`src/rtl/filter_3x3_ctrl_if.sv`:
```
// Configuration handshake between the register block (master) and filter_3x3_ctrl (slave).
interface filter_3x3_ctrl_if;
  logic cfg_en;
  logic cfg_valid;
  logic cfg_ready;

  modport master (output cfg_en, output cfg_valid, input cfg_ready);
  modport slave  (input cfg_en, input cfg_valid, output cfg_ready);
endinterface

```
`src/rtl/filter_3x3_ctrl.sv`:
```
// Frame-synchronous bypass/geometry controller for the 3x3 filter core; commit results appear 2 cycles after vs_i falls.
// Config handshake holds one pending entry; cfg_ready stays low until that entry is applied between frames.
module filter_3x3_ctrl #(
  parameter int LINE_SIZE_MAX   = 1024,
  parameter int FRAME_LINES_MAX = 4096,
  parameter bit AUTO_BYPASS     = 1'b1,
  localparam int WX = $clog2(LINE_SIZE_MAX) + 1,
  localparam int WY = $clog2(FRAME_LINES_MAX) + 1
) (
  input  logic             clk,
  input  logic             rst,
  input  logic             de_i,
  input  logic             hs_i,
  input  logic             vs_i,
  filter_3x3_ctrl_if.slave cfg,
  input  logic             err_clr,
  output logic             core_bypass,
  output logic [WX-1:0]    meas_width,
  output logic [WY-1:0]    meas_height,
  output logic [15:0]      frame_cnt,
  output logic             err_wide,
  output logic             err_small,
  output logic             err_ragged
);

  localparam logic [1:0] IDLE       = 2'd0;
  localparam logic [1:0] WAIT_FRAME = 2'd1;
  localparam logic [1:0] IN_FRAME   = 2'd2;

  localparam logic [WX-1:0] PIX_MAX  = '1;
  localparam logic [WY-1:0] LINE_SAT = '1;
  localparam logic [WX-1:0] W_MAX    = WX'(LINE_SIZE_MAX);
  localparam logic [WX-1:0] W_MIN    = WX'(3);
  localparam logic [WY-1:0] H_MIN    = WY'(3);

  logic [1:0]    state;
  logic          de_d, hs_d, vs_d, hs_d2, vs_d2;
  logic [WX-1:0] pix_cnt, ref_w, last_w;
  logic [WY-1:0] line_cnt;
  logic          wide_f, rag_f;
  logic          pending, pend_en, en_active, force_q;

  logic          hs_fall, vs_fall, vs_rise, in_frame, counting;
  logic [WX-1:0] cnt_now, fin_w;
  logic [WY-1:0] line_inc, fin_h;
  logic          line_close, line_wide, line_rag;
  logic          fr_wide, fr_rag, fr_small;
  logic          commit, apply_now, hs_acc, en_next, force_next;

  assign cfg.cfg_ready = ~pending;

  always_comb begin
    hs_fall    = hs_d2 & ~hs_d;
    vs_fall    = vs_d2 & ~vs_d;
    vs_rise    = vs_d & ~vs_d2;
    in_frame   = (state == IN_FRAME);
    // The first pixel of a frame can arrive in the same cycle the rising edge is seen.
    counting   = vs_d & (in_frame | ((state == WAIT_FRAME) & vs_rise));
    cnt_now    = pix_cnt;
    if (counting && de_d && (pix_cnt != PIX_MAX))
      cnt_now = pix_cnt + WX'(1);
    line_close = in_frame & (cnt_now != '0) & ((hs_fall & vs_d) | vs_fall);
    line_inc   = (line_cnt == LINE_SAT) ? line_cnt : line_cnt + WY'(1);
    line_wide  = (cnt_now > W_MAX);
    line_rag   = (line_cnt != '0) & (cnt_now != ref_w);
    fin_w      = line_close ? cnt_now : last_w;
    fin_h      = line_close ? line_inc : line_cnt;
    fr_wide    = wide_f | (line_close & line_wide);
    fr_rag     = rag_f | (line_close & line_rag);
    fr_small   = (fin_w < W_MIN) | (fin_h < H_MIN);
    commit     = in_frame & vs_fall;
    apply_now  = ~in_frame & ~vs_i & pending;
    hs_acc     = cfg.cfg_valid & ~pending;
    en_next    = pending ? pend_en : en_active;
    force_next = AUTO_BYPASS & (fr_wide | fr_small);
  end

  always_ff @(posedge clk) begin
    if (rst) begin
      state       <= IDLE;
      de_d        <= 1'b0;
      hs_d        <= 1'b0;
      vs_d        <= 1'b0;
      hs_d2       <= 1'b0;
      vs_d2       <= 1'b0;
      pix_cnt     <= '0;
      ref_w       <= '0;
      last_w      <= '0;
      line_cnt    <= '0;
      wide_f      <= 1'b0;
      rag_f       <= 1'b0;
      pending     <= 1'b0;
      pend_en     <= 1'b0;
      en_active   <= 1'b0;
      force_q     <= 1'b0;
      core_bypass <= 1'b1;
      meas_width  <= '0;
      meas_height <= '0;
      frame_cnt   <= '0;
      err_wide    <= 1'b0;
      err_small   <= 1'b0;
      err_ragged  <= 1'b0;
    end else begin
      de_d  <= de_i;
      hs_d  <= hs_i;
      vs_d  <= vs_i;
      hs_d2 <= hs_d;
      vs_d2 <= vs_d;

      case (state)
        IDLE:       if (!vs_i) state <= WAIT_FRAME;
        WAIT_FRAME: if (vs_rise) state <= IN_FRAME;
        IN_FRAME:   if (vs_fall) state <= WAIT_FRAME;
        default:    state <= IDLE;
      endcase

      err_wide   <= err_wide & ~err_clr;
      err_small  <= err_small & ~err_clr;
      err_ragged <= err_ragged & ~err_clr;

      if (counting) pix_cnt <= cnt_now;

      if (line_close) begin
        pix_cnt  <= '0;
        line_cnt <= line_inc;
        last_w   <= cnt_now;
        wide_f   <= wide_f | line_wide;
        rag_f    <= rag_f | line_rag;
        if (line_cnt == '0) ref_w <= cnt_now;
      end

      if (commit) begin
        meas_width  <= fin_w;
        meas_height <= fin_h;
        frame_cnt   <= frame_cnt + 16'd1;
        err_wide    <= (err_wide & ~err_clr) | fr_wide;
        err_small   <= (err_small & ~err_clr) | fr_small;
        err_ragged  <= (err_ragged & ~err_clr) | fr_rag;
        pending     <= 1'b0;
        en_active   <= en_next;
        force_q     <= force_next;
        core_bypass <= ~en_next | force_next;
        pix_cnt     <= '0;
        line_cnt    <= '0;
        last_w      <= '0;
        ref_w       <= '0;
        wide_f      <= 1'b0;
        rag_f       <= 1'b0;
      end

      // A config accepted in the commit cycle stays pending for the next gap.
      if (hs_acc) begin
        pending <= 1'b1;
        pend_en <= cfg.cfg_en;
      end else if (apply_now) begin
        pending     <= 1'b0;
        en_active   <= pend_en;
        core_bypass <= ~pend_en | force_q;
      end
    end
  end

endmodule

```
`src/flat_wrapper.sv`:
```
// flat-port wrapper written by rule: the top's interface ports become plain ports
module filter_3x3_ctrl_flat 
#(
  parameter int LINE_SIZE_MAX   = 1024,
  parameter int FRAME_LINES_MAX = 4096,
  parameter bit AUTO_BYPASS     = 1'b1,
  localparam int WX = $clog2(LINE_SIZE_MAX) + 1,
  localparam int WY = $clog2(FRAME_LINES_MAX) + 1
)
  (clk, rst, de_i, hs_i, vs_i, err_clr, core_bypass, meas_width, meas_height, frame_cnt, err_wide, err_small, err_ragged, cfg_cfg_en, cfg_cfg_valid, cfg_cfg_ready);
  filter_3x3_ctrl_if cfg_i ();
  input  logic clk;
  input  logic rst;
  input  logic de_i;
  input  logic hs_i;
  input  logic vs_i;
  input  logic err_clr;
  output logic core_bypass;
  output logic [WX-1:0] meas_width;
  output logic [WY-1:0] meas_height;
  output logic [15:0] frame_cnt;
  output logic err_wide;
  output logic err_small;
  output logic err_ragged;
  input wire logic [$bits(cfg_i.cfg_en)-1:0] cfg_cfg_en;
  input wire logic [$bits(cfg_i.cfg_valid)-1:0] cfg_cfg_valid;
  output wire logic [$bits(cfg_i.cfg_ready)-1:0] cfg_cfg_ready;
  assign cfg_i.cfg_en = cfg_cfg_en;
  assign cfg_i.cfg_valid = cfg_cfg_valid;
  assign cfg_cfg_ready = cfg_i.cfg_ready;
  filter_3x3_ctrl #(.LINE_SIZE_MAX(LINE_SIZE_MAX), .FRAME_LINES_MAX(FRAME_LINES_MAX), .AUTO_BYPASS(AUTO_BYPASS)) u_core (.clk(clk), .rst(rst), .de_i(de_i), .hs_i(hs_i), .vs_i(vs_i), .cfg(cfg_i), .err_clr(err_clr), .core_bypass(core_bypass), .meas_width(meas_width), .meas_height(meas_height), .frame_cnt(frame_cnt), .err_wide(err_wide), .err_small(err_small), .err_ragged(err_ragged));
endmodule
```
`config.mk`:
```
export PLATFORM = sky130hd
export DESIGN_NAME = filter_3x3_ctrl_flat
export DESIGN_NICKNAME = d
export VERILOG_FILES = /design/src/rtl/filter_3x3_ctrl_if.sv /design/src/rtl/filter_3x3_ctrl.sv /design/src/flat_wrapper.sv
export SDC_FILE = /design/constraint.sdc
export NUM_CORES = 1
export LEC_CHECK = 0
export CAP_MARGIN = 20
export CORE_ASPECT_RATIO = 1.4
export CORE_MARGIN = 3
export CORE_UTILIZATION = 39
export CTS_BUF_LIST = sky130_fd_sc_hd__clkbuf_4 sky130_fd_sc_hd__clkbuf_8
export DETAILED_ROUTE_END_ITERATION = 10
export PLACE_DENSITY = 0.7
export SYNTH_ARGS = -nofsm -noshare
export SYNTH_HDL_FRONTEND = slang
export SYNTH_SLANG_ARGS = --single-unit
```
`constraint.sdc`:
```
create_clock -name clk -period 5.8 [get_ports clk]
set_input_delay 1.45 -clock clk [delete_from_list [all_inputs] [get_ports clk]]
set_output_delay 1.45 -clock clk [all_outputs]
set_load 0.01 [all_outputs]
```
==> metrics, run 1 <==
run status completed; clock sink count 103; share of layout cells above drive strength 1 0.06208; H-tree Lvls 3; initial antenna violation count 0; total power 0.001196 W; setup TNS 0 ns; Clock Pin Slew Worst Setup and Hold Paths 0.09 ns; cts-stage hold buffer count 0; clock skew 0.008599 ns; HPWL Detailed 8694 µm; CTS Buf Count 9; Die ar. 13,810 µm²; Max Transition Viols Final 0; Avg WL per Cell 15.77 µm; final hold violations 0; Synth Register Bits 103; Via-to-Cell Ratio 5.443; Core Util, Final 0.4712; initial DRC count 231; WS Path Type flip-flop to flip-flop; FF-to-FF End u_core.force_q; r2r setup slk 2.25 ns; first-pass GRT wire length 19,220 µm; antenna fix cells 0; slowest stage delay, CP 0.46 ns; Synthesis Warnings 0; number of global-route vias before repair 3,961; CTS max path bufs 2; Worst VDD drop 130.5 µV; RD Place Congestion 0.9602; CP max-delay cell a2111oi_0; chip height 137.8 µm; most common cell in the netlist dfxtp_1; ys async rst share 0; synth unique cells 57; fin nets 604; number of setup buffers added after CTS 0; dpl ws 2.095 ns; antenna-violating nets left 0; critical path's most frequent cell a211oi_1; Skew-Pair Late Insertion Delay 0.36 ns; power per standard cell area 211.5 nW/µm²; Relative slew margins 0.3587; area of the core 12,000 µm²; final worst setup slack 2.246 ns; CTS tree built; synthesis-to-finish area growth 16.74%; post-layout min period 3.554 ns; Total Wirelength 11,710 µm; Setup violations, final 0; DRT Pass-1 Iters 4; PostCTS Resize Cnt 0; Syn Inst Count 556; Rows 47; Die X 100.2 µm; sequential area share after synthesis 0.4258; FF-to-FF path depth 11; largest net degree at the start of global routing 58; I/O pin cnt 53; R2R Path Start u_core.pix_cnt[0]; GRT Resource Usage Total 0.1734; MaxCap Viol Count 0; Initial Util 0.4036; startpoint types flip-flop; CP max FO 21; WP data required 6.07 ns; crit path capture type flip-flop; hold_ws 0.4640 ns; # fillers 1,192; # DRC 0; Setup crit start u_core.pix_cnt[0]; Hold WC Path Type flip-flop to flip-flop; Worst setup endpoint u_core.force_q; LEAKAGE 2.041 nW; number of I/O port buffers 52; Avg Synthesized Cell Area 8.709 µm²; root buffer cell clkbuf_8; area share of the largest cell type after synthesis 0.4258; maximum clock rate 0.2814 GHz; vias 4,044; number of synthesized flops with an enable pin 0; largest cells by area after synthesis dfxtp_1, nor2_1, xor2_1; syn_nets 568; critical path cell sequence ha_1, inv_1, a2111oi_0, o2111ai_1, a211oi_1, a31oi_2, buf_8, a211o_1, a22o_1, nand4b_1, a211oi_1; Worst Tran Pin Value 0.9620 ns; unrepaired setup endpoints after global routing no; Most used DFF post-synth dfxtp_1; Yosys top cell by area dfxtp_1; grt total ovfl 0; top post-synthesis cells by count dfxtp_1, nor2_1, nand2_1, xor2_1, a211oi_1; mapped cell area 4842 µm²; arrival time worst endpoint 3.83 ns; final cycle utilization of the critical path 0.6127
==> cells in the final DEF (no fill, tap or decap), types with 3 or more instances in the layout <==
cell and n:
nor2_1 93, nor3_1 9, a31oi_1 5, ha_1 4, and2_1 6, nand3_1 17, inv_1 14, nor4_1 5
nand2_1 36, clkdlybuf4s50_1 51, nand4b_1 4, mux2i_1 23, xor2_1 28, a211o_1 5, and4_1 4, o21ai_0 8
clkbuf_8 9, nand2b_1 5, nand4_1 14, nor2b_1 17, o31ai_1 3, a211oi_1 27, or2_2 4, xnor2_1 13
mux2_2 4, dfxtp_1 103, and3_1 12, buf_4 5, a21oi_1 26
==> stage by stage <==
step,instances,instance area (µm²)
2_1_floorplan,556,4842
3_3_place_gp,727,5448
3_5_place_dp,727,5448
4_1_cts,742,5638
5_1_grt,743,5653
6_report,743,5653
==> metal layers <==
layer,global-route usage,share of wire,routed length [µm]
met4,0.07940,0.038,440
met5,0,0,0
met2,0.3108,0.51,6009
met3,0.03090,0.034,404
met1,0.1983,0.41,4859
==> worst max-delay path: cells and delay by family (launching register included) <==
family / cells / cell delay [ns]
DFF: 1 / 0.44
buffers and inverters: 2 / 0.39
adders and majority gates: 1 / 0.30
and+or+nand+nor: 1 / 0.23
AOI/OAI and AO/OA: 7 / 2.09
==> how the worst min path moves through the flow <==
stage | from | end | slack [ns] | depth (start not counted)
2_1_floorplan | u_core.hs_d | u_core.hs_d2 | 0.43 | 1
3_3_place_gp | u_core.hs_d | u_core.hs_d2 | 0.45 | 1
3_5_place_dp | u_core.hs_d | u_core.hs_d2 | 0.46 | 1
4_1_cts | u_core.hs_d | u_core.hs_d2 | 0.47 | 1
5_1_grt | u_core.hs_d | u_core.hs_d2 | 0.48 | 1
6_report | u_core.hs_d | u_core.hs_d2 | 0.46 | 1
==> registers in the layout (all words and copies together), names as in the netlist, 2 cells and up <==
signal              cells
u_core.meas_height     13
u_core.state            2
u_core.line_cnt        13
u_core.meas_width      11
u_core.ref_w           11
u_core.pix_cnt         11
u_core.frame_cnt       16
u_core.last_w          11
==> where the power goes <==
part           total (W)  internal (W)  switching [W]
combinational  0.0000372     0.0000141      0.0000231
clock           0.000443      0.000203       0.000240
sequential      0.000716      0.000711     0.00000452
total            0.00120      0.000928       0.000267
==> area by class of cell <==
cell class	count	area, µm²	share of cell area
flip-flops and latches	103	2062	0.3648
repair buffers	58	568.0	0.1005
well taps	147	183.9	0.03254
clock buffers	10	131.4	0.02324
inverters	14	52.55	0.009296
multi-input cells	406	2596	0.4593
clock inverters	5	58.81	0.01040
==> cell families (layout without fill, tap and decap cells) <==
| logic type | count (synthesis) | count (layout) | share of synthesized area |
|---|---|---|---|
| adder cells (fa/ha/maj) | 4 | 4 | 0.01034 |
| XOR/XNOR | 44 | 44 | 0.08837 |
| buffers and inverters | 47 | 87 | 0.03953 |
| flip-flops | 103 | 103 | 0.4258 |
| multiplexers | 28 | 28 | 0.05995 |
| AND/OR/NAND/NOR | 240 | 240 | 0.2478 |
| AO/OA/AOI/OAI | 90 | 90 | 0.1282 |
Power figures use the tool's default switching activity.
==> inputs of run 2 (changes only) <==
- PLACE_DENSITY: 0.7 -> 0.72
- clock period: 5.8 -> 3.05 ns (I/O delays scaled with it)
==> metrics, run 2 (synthesis gave the netlist of run 1 again) <==
share of layout cells above drive strength 1 0.1516; maximum clock rate 0.3237 GHz; Final Instance Count excl. Fillers 787; biggest regs u_core.frame_cnt: 16 flops, u_core.line_cnt: 13 flops, u_core.meas_height: 13 flops; Hold WC Path Type flip-flop to flip-flop; chip height 137.8 µm; DRT Pass-1 Iters 4; GRT Resource Usage Total 0.1735; Core Util, Final 0.5074; max reg flops 16; clock sink count 103; Rows 47; startpoint types flip-flop; post-layout min period 3.089 ns; Max Transition Viols Final 0; Skew-Pair Late Insertion Delay 0.37 ns; # DRC 0; CTS tree built; Worst VDD drop 192.8 µV; antenna fix cells 0; final cycle utilization of the critical path 1.013; Worst Tran Pin Value 0.5983 ns; CP max FO 6; largest net degree at the start of global routing 57; I/O pin cnt 53; clock skew 0.01306 ns; most common cell after layout, fill and taps aside dfxtp_1; root buffer cell clkbuf_8; CTS max path bufs 2; setup TNS -0.03974 ns; Setup violations, final 2; WP data required 3.34 ns; crit path capture type flip-flop; run status complete, but fails checks; LEAKAGE 2.249 nW; CTS Buf Count 9; number of I/O port buffers 52; Initial Util 0.4036; number of global-route vias before repair 4,068; synthesis-to-finish area growth 25.71%; cts-stage hold buffer count 0; Relative slew margins 0.6011; first-pass GRT wire length 19,210 µm; Avg WL per Cell 15.31 µm; cell count after placement 769; H-tree Lvls 3; power per standard cell area 367.5 nW/µm²; vias 4,219; Total Wirelength 12,050 µm; unrepaired setup endpoints after global routing yes; Via-to-Cell Ratio 5.361; grt total ovfl 0; Top reg by flops u_core.frame_cnt; Clock Pin Slew Worst Setup and Hold Paths 0.10 ns; fin nets 648; MaxCap Viol Count 0; final hold violations 0; HPWL Detailed 9060 µm; Die X 100.2 µm; commonest non-fill, non-tap cells in the layout dfxtp_1, nor2_1, clkdlybuf4s50_1; area of the core 12,000 µm²; RD Place Congestion 0.9044; Die ar. 13,810 µm²; final worst setup slack -0.03903 ns; dpl ws -0.1917 ns; initial DRC count 251; WS Path Type flip-flop to flip-flop; initial antenna violation count 0; arrival time worst endpoint 3.38 ns; antenna-violating nets left 0; failing checks setup timing; total power 0.002237 W
==> run 2: cell types whose count changed in the layout (fill, tap and decap cells not counted), sizes merged <==
cell    delta
inv        +2
buf       +44
clkbuf     -1
bufinv     -1
==> run 2: final cells by class <==
cell class,instances,area [µm²]
Clock buffer,9,123.9
Clock inverter,6,52.55
Fill cell,1134,5909
Inverter,14,52.55
Multi-Input combinational cell,406,2713
Sequential cell,103,2063
Tap cell,147,183.9
Timing Repair Buffer,102,898.4
==> run 2: stage by stage <==
stage / hold slack [ns] / cell area [µm²]
after global placement: 0.4516 / 5763
final: 0.4589 / 6087
after floorplan: 0.4325 / 4842
after detailed placement: 0.4497 / 5763
after global routing: 0.4951 / 6087
after CTS: 0.4647 / 5992
==> run 2: worst paths after layout <==
kind	startpoint	endpoint	slack [ns]	depth (start not counted)
worst min-delay path	u_core.meas_width[1]	u_core.meas_width[1]	0.46	2
worst min register to register	u_core.meas_width[1]	u_core.meas_width[1]	0.46	2
worst max-delay path	u_core.state[0]	u_core.force_q	-0.04	10
worst max register to register	u_core.state[0]	u_core.force_q	-0.04	10
==> run 2: what timing repair did <==
action	4_1_cts	5_1_grt
endpoints found under the setup margin	17	25
endpoints found under the hold margin	0	0
setup buffers	1	2
resized for setup	10	15
pin swaps	1	3
cloned	0	0
==> run 2: worst max-delay path: stages, from the launching register on <==
cell and delay, ns:
dfxtp_2 0.36, or3b_4 0.39, buf_6 0.14, a211o_1 0.30, mux2_4 0.33, nor4_4 0.22
a31oi_4 0.21, a211o_1 0.31, a22o_1 0.21, nand4b_1 0.27, a211oi_1 0.27
==> run 2: power breakdown <==
group / leakage [nW] / switching, W / internal, W / total [W]
Combinational: 1.33 / 0.0000498 / 0.0000357 / 0.0000855
Sequential: 0.832 / 0.00000750 / 0.00135 / 0.00136
Clock: 0.0842 / 0.000486 / 0.000305 / 0.000791
Total: 2.25 / 0.000544 / 0.00169 / 0.00224
==> run 2: routing by layer <==
layer  up-vias  wire length [µm]  GRT usage  share of wire
li1       2105                 -          -              -
met1      1995              4915     0.1923           0.41
met2        91              6490     0.3245           0.54
met3        28               297    0.02584          0.025
met4         0               343    0.07416          0.028
met5         -                 0          0              0
